<file path="src/rtl/yazmac_pkg.sv">
// Shared types and default sizing for the yazmac_obegi register file.
// State encoding for the clear/ready sequencer.
package yazmac_pkg;

    localparam int VERI_W_VARSAYILAN  = 8;
    localparam int ADRES_W_VARSAYILAN = 3;

    typedef enum logic {
        TEMIZLE,
        HAZIR
    } durum_t;

endpackage

</file>
<file path="src/rtl/yazmac_obegi_rezervasyon_tablosu.sv">
// Pending-write bit per entry; a set beats a clear on the same entry. Both read taps are combinational and show the next-state bits.
// Registers update one cycle after the request. There is no backpressure: every request is taken in the cycle it arrives.
module rezervasyon_tablosu import yazmac_pkg::*; #(
    parameter int ADRES_W = ADRES_W_VARSAYILAN
) (
    input  logic               clk,
    input  logic               rst,
    input  logic               set_i,
    input  logic [ADRES_W-1:0] set_adres_i,
    input  logic               sil_i,
    input  logic [ADRES_W-1:0] sil_adres_i,
    input  logic [ADRES_W-1:0] oku1_adres_i,
    input  logic [ADRES_W-1:0] oku2_adres_i,
    output logic               mesgul1_o,
    output logic               mesgul2_o
);

    localparam int DERINLIK = 2**ADRES_W;

    logic [DERINLIK-1:0] bekleyen_q, bekleyen_d;

    // The clear is applied first, so a reservation in the same cycle wins.
    always_comb begin
        bekleyen_d = bekleyen_q;
        if (sil_i) bekleyen_d[sil_adres_i] = 1'b0;
        if (set_i) bekleyen_d[set_adres_i] = 1'b1;
    end

    always_ff @(posedge clk) begin
        if (rst) bekleyen_q <= '0;
        else     bekleyen_q <= bekleyen_d;
    end

    assign mesgul1_o = bekleyen_d[oku1_adres_i];
    assign mesgul2_o = bekleyen_d[oku2_adres_i];

endmodule

</file>
<file path="src/rtl/yazmac_obegi.sv">
// Register file with 2 registered read ports, 1 write port, a write-first bypass and a pending-write scoreboard. A clear sequence runs after reset.
// Read latency is 1 cycle. There is no backpressure once hazir_o is high; writes and reservations are ignored while it is low.
module yazmac_obegi import yazmac_pkg::*; #(
    parameter int VERI_W  = VERI_W_VARSAYILAN,
    parameter int ADRES_W = ADRES_W_VARSAYILAN
) (
    input  logic               clk,
    input  logic               rst,
    input  logic [ADRES_W-1:0] oku1_adres,
    input  logic [ADRES_W-1:0] oku2_adres,
    output logic [VERI_W-1:0]  veri1_o,
    output logic [VERI_W-1:0]  veri2_o,
    output logic               mesgul1_o,
    output logic               mesgul2_o,
    input  logic [ADRES_W-1:0] yaz_adres,
    input  logic [VERI_W-1:0]  gelen_veri,
    input  logic               veriyi_yaz,
    input  logic               rezerve_et,
    input  logic [ADRES_W-1:0] rezerve_adres,
    output logic               hazir_o
);

    localparam int DERINLIK = 2**ADRES_W;
    localparam int SAYAC_W  = ADRES_W + 1;
    localparam logic [SAYAC_W-1:0] SON_ADRES = SAYAC_W'(DERINLIK - 1);
    localparam logic [SAYAC_W-1:0] BIR       = SAYAC_W'(1);

    durum_t              durum_q, durum_d;
    logic [SAYAC_W-1:0]  sayac_q, sayac_d;
    logic [VERI_W-1:0]   bellek_q [DERINLIK];
    logic [VERI_W-1:0]   veri1_q, veri1_d, veri2_q, veri2_d;
    logic                mesgul1_q, mesgul1_d, mesgul2_q, mesgul2_d;
    logic                bel_yaz;
    logic [ADRES_W-1:0]  bel_adres;
    logic [VERI_W-1:0]   bel_veri;
    logic                rez_set, rez_sil;
    logic                tap1, tap2;

    rezervasyon_tablosu #(.ADRES_W(ADRES_W)) u_rez (
        .clk          (clk),
        .rst          (rst),
        .set_i        (rez_set),
        .set_adres_i  (rezerve_adres),
        .sil_i        (rez_sil),
        .sil_adres_i  (yaz_adres),
        .oku1_adres_i (oku1_adres),
        .oku2_adres_i (oku2_adres),
        .mesgul1_o    (tap1),
        .mesgul2_o    (tap2)
    );

    always_comb begin
        durum_d   = durum_q;
        sayac_d   = sayac_q;
        bel_yaz   = 1'b0;
        bel_adres = yaz_adres;
        bel_veri  = gelen_veri;
        rez_set   = 1'b0;
        rez_sil   = 1'b0;
        veri1_d   = '0;
        veri2_d   = '0;
        mesgul1_d = 1'b0;
        mesgul2_d = 1'b0;
        case (durum_q)
            TEMIZLE: begin
                bel_yaz   = 1'b1;
                bel_adres = sayac_q[ADRES_W-1:0];
                bel_veri  = '0;
                sayac_d   = sayac_q + BIR;
                if (sayac_q == SON_ADRES) durum_d = HAZIR;
            end
            HAZIR: begin
                bel_yaz   = veriyi_yaz;
                rez_sil   = veriyi_yaz;
                rez_set   = rezerve_et;
                // A same-address write bypasses the array so the read is write-first.
                veri1_d   = (veriyi_yaz && (yaz_adres == oku1_adres)) ? gelen_veri : bellek_q[oku1_adres];
                veri2_d   = (veriyi_yaz && (yaz_adres == oku2_adres)) ? gelen_veri : bellek_q[oku2_adres];
                mesgul1_d = tap1;
                mesgul2_d = tap2;
            end
        endcase
    end

    always_ff @(posedge clk) begin
        if (rst) begin
            durum_q   <= TEMIZLE;
            sayac_q   <= '0;
            veri1_q   <= '0;
            veri2_q   <= '0;
            mesgul1_q <= 1'b0;
            mesgul2_q <= 1'b0;
        end else begin
            durum_q   <= durum_d;
            sayac_q   <= sayac_d;
            veri1_q   <= veri1_d;
            veri2_q   <= veri2_d;
            mesgul1_q <= mesgul1_d;
            mesgul2_q <= mesgul2_d;
        end
    end

    always_ff @(posedge clk) begin
        if (bel_yaz) bellek_q[bel_adres] <= bel_veri;
    end

    assign veri1_o   = veri1_q;
    assign veri2_o   = veri2_q;
    assign mesgul1_o = mesgul1_q;
    assign mesgul2_o = mesgul2_q;
    assign hazir_o   = (durum_q == HAZIR);

endmodule

</file>
<file path="config.mk">
export PLATFORM = sky130hd
export DESIGN_NAME = yazmac_obegi
export DESIGN_NICKNAME = d
export VERILOG_FILES = /design/src/rtl/yazmac_pkg.sv /design/src/rtl/yazmac_obegi_rezervasyon_tablosu.sv /design/src/rtl/yazmac_obegi.sv
export SDC_FILE = /design/constraint.sdc
export NUM_CORES = 1
export LEC_CHECK = 0
export CORE_MARGIN = 2
export CORE_UTILIZATION = 40
export DETAILED_ROUTE_END_ITERATION = 6
export PLACE_DENSITY = 0.56
export REMOVE_ABC_BUFFERS = 1
export SETUP_SLACK_MARGIN = 0.3
export SYNTH_ARGS = -nofsm -noshare
export SYNTH_HDL_FRONTEND = slang
export SYNTH_SLANG_ARGS = --single-unit
</file>
<file path="constraint.sdc">
create_clock -name clk -period 6.65 [get_ports clk]
set_input_delay 1.6625 -clock clk [delete_from_list [all_inputs] [get_ports clk]]
set_output_delay 1.6625 -clock clk [all_outputs]
set_load 0.02 [all_outputs]
</file>
Yosys cells after proc, flatten, opt, wreduce, memory -nomap -nowiden. Memories as Yosys holds them, arrays and structs flattened. A register that Yosys moved wholly into a read port is not among the register bits. Cells that the tools add are included.

Register bits: 15. Latch bits: 0. RAM bits: 64. Memory bits (read-only): 0. Input port bits: 24. Output and inout port bits: 19. Word-level logic and storage cells: 40. Memories kept: 1.

$add $sub $neg: 1. $mul: 0. Divide/modulo/power cells: 0. $lt $le $gt $ge: 6. Equal/unequal tests: 1. Shift-type cells: 0. Multiplexer cells: 19. Bitwise logic cells: 4. Reduce and logical (&&, ||, !) cells: 3.

Memory list: bellek_q (words 8, bits a word 8, read ports 2, clocked after memory_dff 2, wr ports 1, RTL line yazmac_obegi.sv:30) `logic [VERI_W-1:0] bellek_q [DERINLIK];`.

Operators with widths (number): $mux W8 (3); $lt A3 B4 Y1 const B (4); $mux W1 (10); $and A8 B8 Y8 (1); $not A8 Y8 (1); $or A8 B8 Y8 (1); $bmux W1 S3 (2); $demux W1 S3 (2); $ge A3 B1 Y1 const B (2); $add A4 B1 Y4 const B (1); $eq A4 B3 Y1 const B (1); $mux W3 (1); $logic_and A1 B1 Y1 (2); $pmux W1 S2 (1); $reduce_or A2 Y1 (1); $not A1 Y1 (1).

Longest topological paths before layout. Gate-level depths: netlist (run 1).

Depth in word-level cells: 11. Depth in mapped cells: 7. Depth with buffers taken out: 5.

By module. A second synthesis (run 1) with hierarchy kept.

Cells, all modules: 382. Area total of the unflattened synthesis: 4700.8 µm².

By module, submodules not included: yazmac_obegi (times used 1, cells an instance 306, area an instance 4078.9 µm², seq. area each 2382.3 µm²); rezervasyon_tablosu (times used 1, cells an instance 76, area an instance 621.8 µm², seq. area each 160.2 µm²).

Worst setup path after synthesis (run 1). Ideal clock, no wire load.

Path kind: input to register. From: input oku1_adres[2]. To: register veri1_q[0] (netlist: veri1_o[0]), read port of bellek_q. Setup time: 128 ps. Arrival: 2978 ps. Required time: 6522 ps. Slack: 3544 ps. Cell stages on the path: 6. Buffers on the path: 1. Cell sequence: buf_2 -> inv_2 -> a221o_1 -> a211oi_4 -> mux2i_1 -> nor2_1.

RTL lines: start, declared (RTL line yazmac_obegi.sv:9) `input logic [ADRES_W-1:0] oku1_adres,`; end, declared (RTL line yazmac_obegi.sv:31) `logic [VERI_W-1:0] veri1_q, veri1_d, veri2_q, veri2_d;`.

==> results.py, run 1 <==
metrics = {
    "status": {
        "status": "finished, final reports clean",
    },
    "routing": {
        "wirelength_um": 10680,
        "avgViaCountPerCell": 5.535,
        "wl_per_cell_um": 19.92,
        "final_antenna_net_count": 0,
        "drt_pre_antenna_iters": 5,
        "drcViolationCount": 0,
        "drtIter0Drc": 145,
        "vias": 2967,
    },
    "global_routing": {
        "first_global_vias": 2998,
        "grt_max_degree": 31,
        "track_usage_pct": 19.26,
        "grt_overflow": 0,
        "antenna_found_initial": 0,
        "grt_pass1_wl_um": 16830,
    },
    "worst_setup_path": {
        "r2r_start": "hazir_o",
        "cpLargestDelayFamily": "compound AO/OA/AOI/OAI gates",
        "max_stage_delay_ns": 0.82,
        "cp_cell_sequence": "clkdlybuf4s50_1, a221o_1, a211oi_4, mux2i_1, nor2_1",
        "critPathArrivalTime_ns": 4.01,
        "critPathBufInv": 1,
        "critPathRequiredTime_ns": 6.84,
        "slowest_stage": "clkdlybuf4s50_1",
        "timing.rr.end": "bellek_q[5][5]",
        "cp-end-kind": "flip-flop",
        "reg2reg_setup_slack_ns": 4.09,
        "path_class": "in2reg",
        "crit_fanout": 13,
        "reg2reg_depth": 4,
        "startpoint_type": "input port",
    },
    "synthesis": {
        "yosys-top-cells-area": "edfxtp_1 (43%), mux4_2 (16%), dfxtp_1 (14%)",
        "avgSynthCellArea_um2": 12.92,
        "synth_ff_type": "edfxtp_1",
        "async_flop_share_pct": 0,
        "yosysMostFrequentCell": "edfxtp_1",
        "synth_edf_count": 64,
        "syn_inst": 350,
        "synth_common_cells": "edfxtp_1 (64), nand2_1 (63), mux4_2 (32), nor2_1 (32), dfxtp_1 (31)",
        "synth_top_area_share_pct": 42.50,
        "yosysUniqueCellTypes": 39,
        "ys_ff_latch": 95,
        "yosys.area.top_type": "edfxtp_1",
        "netlist_area_um2": 4522,
        "ys_warn_count": 0,
        "yosysSeqAreaShare_pct": 56.23,
    },
    "timing": {
        "report.final.hold_viol_count": 0,
        "tightestPinTransition_ns": 1.081,
        "min_period_ns": 3.817,
        "finalSetupTns_ns": 0,
        "grt_setup_unrepaired": "false",
        "fmax_ghz": 0.2620,
        "slew_headroom_pct": 27.57,
        "skew_ns": 0.009018,
        "drv_slew": 0,
        "post-route-period-util_pct": 57.40,
        "setup_viol": 0,
        "layout_setup_ws_ns": 2.833,
    },
    "pwr": {
        "swShare_pct": 22.86,
        "clkPwrFrac_pct": 38.7,
        "p_comb_share_pct": 11.4,
        "p_seq_share_pct": 50.0,
        "leakagePower_nw": 1.874,
        "power.switching_mw": 0.3014,
        "ir_drop_uv": 186.1,
        "internal_power_mw": 1.017,
        "p_per_area_nw_per_um2": 245.1,
    },
    "cells_and_area": {
        "n_antenna_cell": 0,
        "nNetsFinal": 416,
        "syn_to_final_growth_pct": 18.98,
        "drive_gt1_share_pct": 15.91,
        "fillers": 984,
    },
    "floorplan": {
        "design.die.area_um2": 12170,
        "initial_core_util_pct": 41.35,
        "row_count": 38,
        "core_area_um2": 10940,
        "io_pins": 43,
        "die_y_um": 110.3,
        "fp.dieW_um": 110.3,
    },
    "clocking": {
        "cts_inserted_buffers": 9,
        "cts_max_level": 3,
        "cts_tree": "yes",
        "clk_latency_ns": 0.34,
        "hold_buffers": 0,
        "clk_pin_slew_ns": 0.06,
        "post_cts_resized": 0,
        "post_cts.repair.setup_buffers": 0,
        "clock_sinks": 95,
        "cts_max_path_buffers": 2,
        "root_buffer": "clkbuf_16",
    },
    "place": {
        "io_buffer_count": 42,
        "hpwl_um": 6992,
        "pre_cts_ws_ns": 2.458,
        "gp_congestion": 0.8188,
    },
    "min_path": {
        "hold_path.startpoint": "u_rez.bekleyen_q[5]",
        "worstHoldPathType": "reg2reg",
        "hold_depth": 2,
        "whs_endpoint": "u_rez.bekleyen_q[5]",
    },
    "run": {
        "cap_viol_max_count": 0,
    },
}
==> layout make-up <==
class,count,area [µm²],share of cell area [%]
Inverter,7,26.28,0.4884
Tap cell,140,175.2,3.256
Clock buffer,11,242.7,4.512
Multi-Input combinational cell,229,1873,34.81
Sequential cell,95,2542,47.26
Timing Repair Buffer,49,473.0,8.791
Clock inverter,5,47.55,0.8837
==> power by group through the flow <==
stage	sequential (mW)	clock (mW)	combinational, mW
floorplan	0.668	0	0.0909
global placement	0.671	0	0.150
detailed placement	0.672	0	0.151
CTS	0.659	0.519	0.151
global route	0.661	0.541	0.163
finish	0.659	0.510	0.150
==> worst register-to-register path: stages, from the launching register on <==
cell and delay, ns:
dfxtp_1 0.31, buf_4 0.34, mux2i_2 0.50, or2b_1 0.29, nor2_1 0.74
==> metal layers <==
layer  part of all wire, %  GRT usage (%)  vias to the layer above
met1                    44          25.44                     1493
li1                      -              -                     1389
met2                    50          32.03                       75
met3                   5.1          4.468                       10
met5                     0              0                        -
met4                   1.1          5.357                        0
==> sequential cells by signal, summed over array words and instances (netlist names) <==
signal and count:
bellek_q 64, hazir_o 1, mesgul1_o 1, mesgul2_o 1, sayac_q 4, u_rez.bekleyen_q 8, veri1_o 8, veri2_o 8
==> cells by family after synthesis <==
| kind of cell | share of synthesized area (%) |
|---|---|
| AOI/OAI and AO/OA | 5.894 |
| buffers and inverters | 2.574 |
| xor gates and xnor gates | 0.7747 |
| muxes | 20.53 |
| adders and majority gates | 0.2767 |
| DFF | 56.23 |
| and+or+nand+nor | 13.72 |
==> worst max path at each step <==
stage / start / endpoint / slack [ns] / depth (start not counted)
floorplan: yaz_adres[0] / bellek_q[6][0] / 3.58 / 3
global placement: oku1_adres[0] / veri1_o[5] / 2.45 / 5
detailed placement: oku1_adres[0] / veri1_o[6] / 2.46 / 5
CTS: oku1_adres[0] / veri1_o[6] / 2.79 / 5
global route: oku1_adres[0] / veri1_o[6] / 2.71 / 6
finish: oku1_adres[0] / veri1_o[5] / 2.83 / 5
==> cells in the final DEF (no fill, tap or decap), types with 5 or more instances in the layout <==
cell / n
mux4_2: 32
inv_1: 5
edfxtp_1: 64
nand4_1: 6
clkdlybuf4s50_1: 42
nand2b_1: 5
o21ai_0: 10
nor2_1: 32
buf_4: 7
a21oi_1: 8
and2_1: 8
nand2_1: 63
clkbuf_16: 9
nand3_1: 7
mux2i_1: 18
dfxtp_1: 31
==> stage by stage <==
step                      hold WS [ns]  std cells  utilization [%]  cell area, µm²  power (mW)
after floorplan                 0.4624        331                -            4432      0.7593
after global placement          0.4847        520            46.54            5090      0.8212
after detailed placement        0.4912        520            46.54            5090      0.8222
after CTS                       0.5019        536            49.20            5380       1.329
after global routing            0.5327        536            49.20            5380       1.365
final                           0.5047        536            49.20            5380       1.319
(Power assumes the default switching activity.)
==> inputs of run 2 (changes only) <==
PLACE_DENSITY = 0.58   (was 0.56)
clock period = 3.5 ns   (was 6.65 ns; I/O delays follow)
==> run 2 against run 1 <==
  * Utilization increased by 1.2 points
  * Sequential power increased by 90%
  * Cell count increased by 3.5%
  * Largest power group unchanged
  * Clock skew about the same
  * Critical path depth increased by 2
  * Critical endpoint is now veri1_o[3]
  * Via count increased by 1.0%
  * Non-clock buffer count increased by 19
  * Flip-flop and latch count unchanged
  * Hold slack got worse by 0.0028 ns
  * Final area increased by 2.3%
==> results.py, run 2 (synthesized netlist as in run 1, its figures left out) <==
metrics = {
    "status": {
        "status": "finished, final reports clean",
    },
    "worst_setup_path": {
        "critPathBufInv": 3,
        "slowest_stage": "clkdlybuf4s50_1",
        "startpoint": "oku1_adres[2]",
        "critPathRequiredTime_ns": 3.74,
        "path_class": "in2reg",
        "cp-end-kind": "flip-flop",
        "startpoint_type": "input port",
        "r2r_start": "hazir_o",
        "max_stage_delay_ns": 0.76,
        "cp_cell_sequence": "clkdlybuf4s50_1, inv_2, a221o_1, a211oi_4, buf_4, mux2i_1, nor2_1",
        "critPathArrivalTime_ns": 2.88,
        "crit_fanout": 10,
        "cpLargestDelayFamily": "buffers and inverters",
    },
    "timing": {
        "tightestPinTransition_ns": 0.6515,
        "report.final.hold_viol_count": 0,
        "slew_headroom_pct": 56.43,
        "layout_setup_ws_ns": 0.8603,
        "drv_slew": 0,
        "skew_ns": 0.008725,
        "min_period_ns": 2.640,
        "hold_slack_ns": 0.5019,
        "fmax_ghz": 0.3788,
        "grt_setup_unrepaired": "false",
        "setup_viol": 0,
        "finalSetupTns_ns": 0,
        "post-route-period-util_pct": 75.42,
    },
    "floorplan": {
        "row_count": 38,
        "initial_core_util_pct": 41.35,
        "fp.dieW_um": 110.3,
        "design.die.area_um2": 12170,
        "io_pins": 43,
        "core_area_um2": 10940,
        "die_y_um": 110.3,
    },
    "pwr": {
        "p_seq_share_pct": 49.7,
        "clkPwrFrac_pct": 38.3,
        "ir_drop_uv": 312.6,
        "power.switching_mw": 0.5860,
        "internal_power_mw": 1.933,
        "p_comb_share_pct": 12.1,
        "leakagePower_nw": 1.963,
        "p_per_area_nw_per_um2": 457.5,
        "swShare_pct": 23.26,
    },
    "clocking": {
        "cts_tree": "yes",
        "cts_max_level": 3,
        "root_buffer": "clkbuf_16",
        "cts_inserted_buffers": 9,
        "clk_pin_slew_ns": 0.07,
        "cts_max_path_buffers": 2,
        "post_cts_resized": 0,
        "post_cts.repair.setup_buffers": 0,
        "clock_sinks": 95,
        "hold_buffers": 0,
        "clk_latency_ns": 0.35,
    },
    "global_routing": {
        "grt_overflow": 0,
        "grt_use_met3_pct": 3.527,
        "grt_max_degree": 21,
        "use_met2_pct": 34.05,
        "grt_pass1_wl_um": 17040,
        "track_usage_pct": 19.77,
        "first_global_vias": 3085,
        "gr-max-usage-layer": "met2",
        "use_met1_pct": 24.23,
        "antenna_found_initial": 0,
    },
    "cells_and_area": {
        "final_common_cell": "edfxtp_1",
        "regMostFlops": "bellek_q",
        "fillers": 991,
        "drive_gt1_share_pct": 19.28,
        "n_antenna_cell": 0,
        "mostFrequentLayoutCells": "edfxtp_1 (64), nand2_1 (63), clkdlybuf4s50_1 (42), nor2_1 (32), mux4_2 (32)",
        "syn_to_final_growth_pct": 21.78,
        "nNetsFinal": 435,
        "largest_register_ffs": 64,
    },
    "routing": {
        "vias": 2998,
        "drcViolationCount": 0,
        "drtIter0Drc": 143,
        "drt_pre_antenna_iters": 5,
        "avgViaCountPerCell": 5.402,
        "wirelength_um": 10980,
        "wl_per_cell_um": 19.78,
        "final_antenna_net_count": 0,
    },
    "min_path": {
        "hold_path.startpoint": "u_rez.bekleyen_q[1]",
        "worstHoldPathType": "reg2reg",
    },
    "place": {
        "gp_congestion": 0.8691,
        "pre_cts_ws_ns": 0.5045,
        "io_buffer_count": 42,
        "hpwl_um": 7840,
    },
    "run": {
        "cap_viol_max_count": 0,
    },
}
[run 2: changes by cell type in the layout (fill, tap and decap cells not counted)]
cell        previous run  this run
clkinv_1               2         0
nor3_2                 2         0
clkbuf_1               1         3
clkinvlp_4             0         1
buf_4                  7        26
nor3_1                 1         3
clkbuf_8               1         0
[run 2: path summary, 6_finish.rpt]
check / slack (ns) / endpoint / depth (start not counted)
min: 0.50 / u_rez.bekleyen_q[1] / 2
max: 0.86 / veri1_o[3] / 7
min reg2reg: 0.50 / u_rez.bekleyen_q[1] / 2
max reg2reg: 1.22 / veri1_o[3] / 7
[run 2: worst min-delay path, cell delays in order, from the launching register on]
cell	delay [ns]
dfxtp_1	0.30
o21ai_0	0.09
a21oi_1	0.07
[run 2: routing by layer]
layer | wire (µm) | vias to the layer above
met3 | 520 | 13
met1 | 4575 | 1475
met2 | 5681 | 80
met4 | 202 | 0
li1 | - | 1430
met5 | 0 | -
[run 2: area by class of cell]
class / count / area, µm² / share of cell area, %
inverters: 7 / 26.28 / 0.4772
flip-flops and latches: 95 / 2542 / 46.17
clock inverters: 4 / 47.55 / 0.8634
repair buffers: 68 / 615.6 / 11.18
multi-input cells: 229 / 1863 / 33.83
well taps: 140 / 175.2 / 3.181
clock buffers: 12 / 236.5 / 4.294
[run 2: power groups by stage]
stage	logic (mW)	registers [mW]	clock network, mW
floorplan	0.173	1.27	0
global placement	0.303	1.27	0
detailed placement	0.305	1.28	0
CTS	0.306	1.25	0.980
global route	0.329	1.25	1.03
finish	0.304	1.25	0.964
[run 2: stage by stage]
stage          area [µm²]  std cells  util [%]  total power [mW]
6_report             5507        555     50.35             2.519
5_1_grt              5507        555     50.35             2.611
3_5_place_dp         5223        539     47.76             1.582
2_1_floorplan        4432        331         -             1.443
3_3_place_gp         5223        539     47.76             1.575
4_1_cts              5507        555     50.35             2.538
==> inputs of run 3 (changes only) <==
PLACE_DENSITY = 0.56   (was 0.58)
clock period = 2.55 ns   (was 3.5 ns; I/O delays follow)
==> run 3 against run 2 <==
  * Sequential power increased by 38%
  * Global-route usage rose by 0.68 points
  * Setup slack worse by 0.49 ns
  * Largest cell class unchanged
==> results.py, run 3 (synthesized netlist as in run 1, its figures left out) <==
metrics = {
    "worst_setup_path": {
        "crit_fanout": 6,
        "startpoint_type": "input port",
        "path_class": "in2reg",
        "critPathArrivalTime_ns": 2.41,
        "r2r_start": "hazir_o",
        "cp-end-kind": "flip-flop",
        "critPathRequiredTime_ns": 2.78,
        "startpoint": "oku1_adres[0]",
    },
    "cells_and_area": {
        "stdcell_area_um2": 5715,
        "post-route-util_pct": 52.27,
        "drive_gt1_share_pct": 23.26,
        "fin_cells": 570,
        "regMostFlops": "bellek_q",
        "final_common_cell": "edfxtp_1",
        "syn_to_final_growth_pct": 26.40,
        "n_antenna_cell": 0,
        "nNetsFinal": 450,
        "mostFrequentLayoutCells": "edfxtp_1 (64), nand2_1 (63), clkdlybuf4s50_1 (42), buf_4 (35)",
        "largest_register_ffs": 64,
    },
    "routing": {
        "drtIter0Drc": 198,
        "wl_per_cell_um": 19.87,
        "drt_pre_antenna_iters": 4,
        "vias": 3097,
        "final_antenna_net_count": 0,
        "drcViolationCount": 0,
        "avgViaCountPerCell": 5.433,
        "wirelength_um": 11330,
    },
    "place": {
        "gp_congestion": 0.8937,
        "pre_cts_ws_ns": -0.009800,
        "place_area_um2": 5398,
        "hpwl_um": 7908,
        "io_buffer_count": 42,
        "dp.cells": 554,
    },
    "global_routing": {
        "grt_overflow": 0,
        "antenna_found_initial": 0,
        "first_global_vias": 3179,
        "track_usage_pct": 20.45,
        "grt_max_degree": 20,
        "grt_pass1_wl_um": 17650,
    },
    "clocking": {
        "cts_max_path_buffers": 2,
        "clk_latency_ns": 0.34,
        "clk_pin_slew_ns": 0.07,
        "cts_tree": "yes",
        "root_buffer": "clkbuf_16",
        "cts_max_level": 3,
        "cts_inserted_buffers": 9,
        "post_cts.repair.setup_buffers": 0,
        "clock_sinks": 95,
    },
    "timing": {
        "slew_headroom_pct": 73.49,
        "setup_viol": 0,
        "skew_ns": 0.006306,
        "min_period_ns": 2.177,
        "post-route-period-util_pct": 85.37,
        "drv_slew": 0,
        "finalSetupTns_ns": 0,
        "hold_slack_ns": 0.4977,
        "grt_setup_unrepaired": "false",
        "layout_setup_ws_ns": 0.3729,
        "fmax_ghz": 0.4593,
        "report.final.hold_viol_count": 0,
        "tightestPinTransition_ns": 0.3958,
    },
    "pwr": {
        "ir_drop_uv": 489.0,
        "power.total_mw": 3.542,
        "power.switching_mw": 0.8482,
        "p_per_area_nw_per_um2": 619.7,
        "leakagePower_nw": 2.066,
        "clkPwrFrac_pct": 38.2,
        "internal_power_mw": 2.694,
        "p_comb_share_pct": 13.3,
        "swShare_pct": 23.95,
        "p_seq_share_pct": 48.5,
    },
    "floorplan": {
        "io_pins": 43,
        "fp.dieW_um": 110.3,
        "initial_core_util_pct": 41.35,
        "row_count": 38,
        "core_area_um2": 10940,
        "die_y_um": 110.3,
        "design.die.area_um2": 12170,
    },
    "min_path": {
        "hold_path.startpoint": "u_rez.bekleyen_q[5]",
        "worstHoldPathType": "reg2reg",
    },
    "run": {
        "cap_viol_max_count": 0,
    },
    "status": {
        "status": "finished, final reports clean",
    },
}
==> run 3: cell type report <==
type | count | area [µm²]
well taps | 140 | 175.2
repair buffers | 83 | 794.5
inverters | 7 | 26.28
clock inverters | 7 | 72.57
flip-flops and latches | 95 | 2544
multi-input cells | 229 | 1878
clock buffers | 9 | 225.2
fillers | 970 | 5220
==> run 3: final timing paths <==
kind | to | slack [ns] | cells after the start
min reg2reg | u_rez.bekleyen_q[5] | 0.50 | 2
max | veri1_o[2] | 0.37 | 8
max reg2reg | bellek_q[3][4] | 0.50 | 6
min | u_rez.bekleyen_q[5] | 0.50 | 2
==> run 3: metal layers <==
layer | routed length, µm | track usage, % | vias to the layer above
met3 | 393 | 4.586 | 4
li1 | - | - | 1467
met2 | 5848 | 34.75 | 56
met4 | 55 | 4.464 | 0
met5 | 0 | 0 | -
met1 | 5028 | 26.96 | 1570
==> run 3: critical path, cell delays in order <==
cell             delay, ns
clkdlybuf4s50_1       0.45
buf_4                 0.16
buf_4                 0.19
mux4_2                0.51
nand2_1               0.09
nand2_1               0.07
mux2i_1               0.23
nor2_1                0.07
==> run 3: power groups by stage <==
stage | logic (mW) | registers [mW] | clock network (mW)
finish | 0.470 | 1.72 | 1.35
global placement | 0.466 | 1.75 | 0
CTS | 0.471 | 1.72 | 1.39
global route | 0.507 | 1.72 | 1.45
detailed placement | 0.468 | 1.75 | 0
floorplan | 0.237 | 1.74 | 0
==> run 3: what timing repair did <==
item | 4_1_cts | 5_1_grt
hold buffers | 0 | 0
endpoints found under the setup margin | 0 | 37
resized for setup | 0 | 7
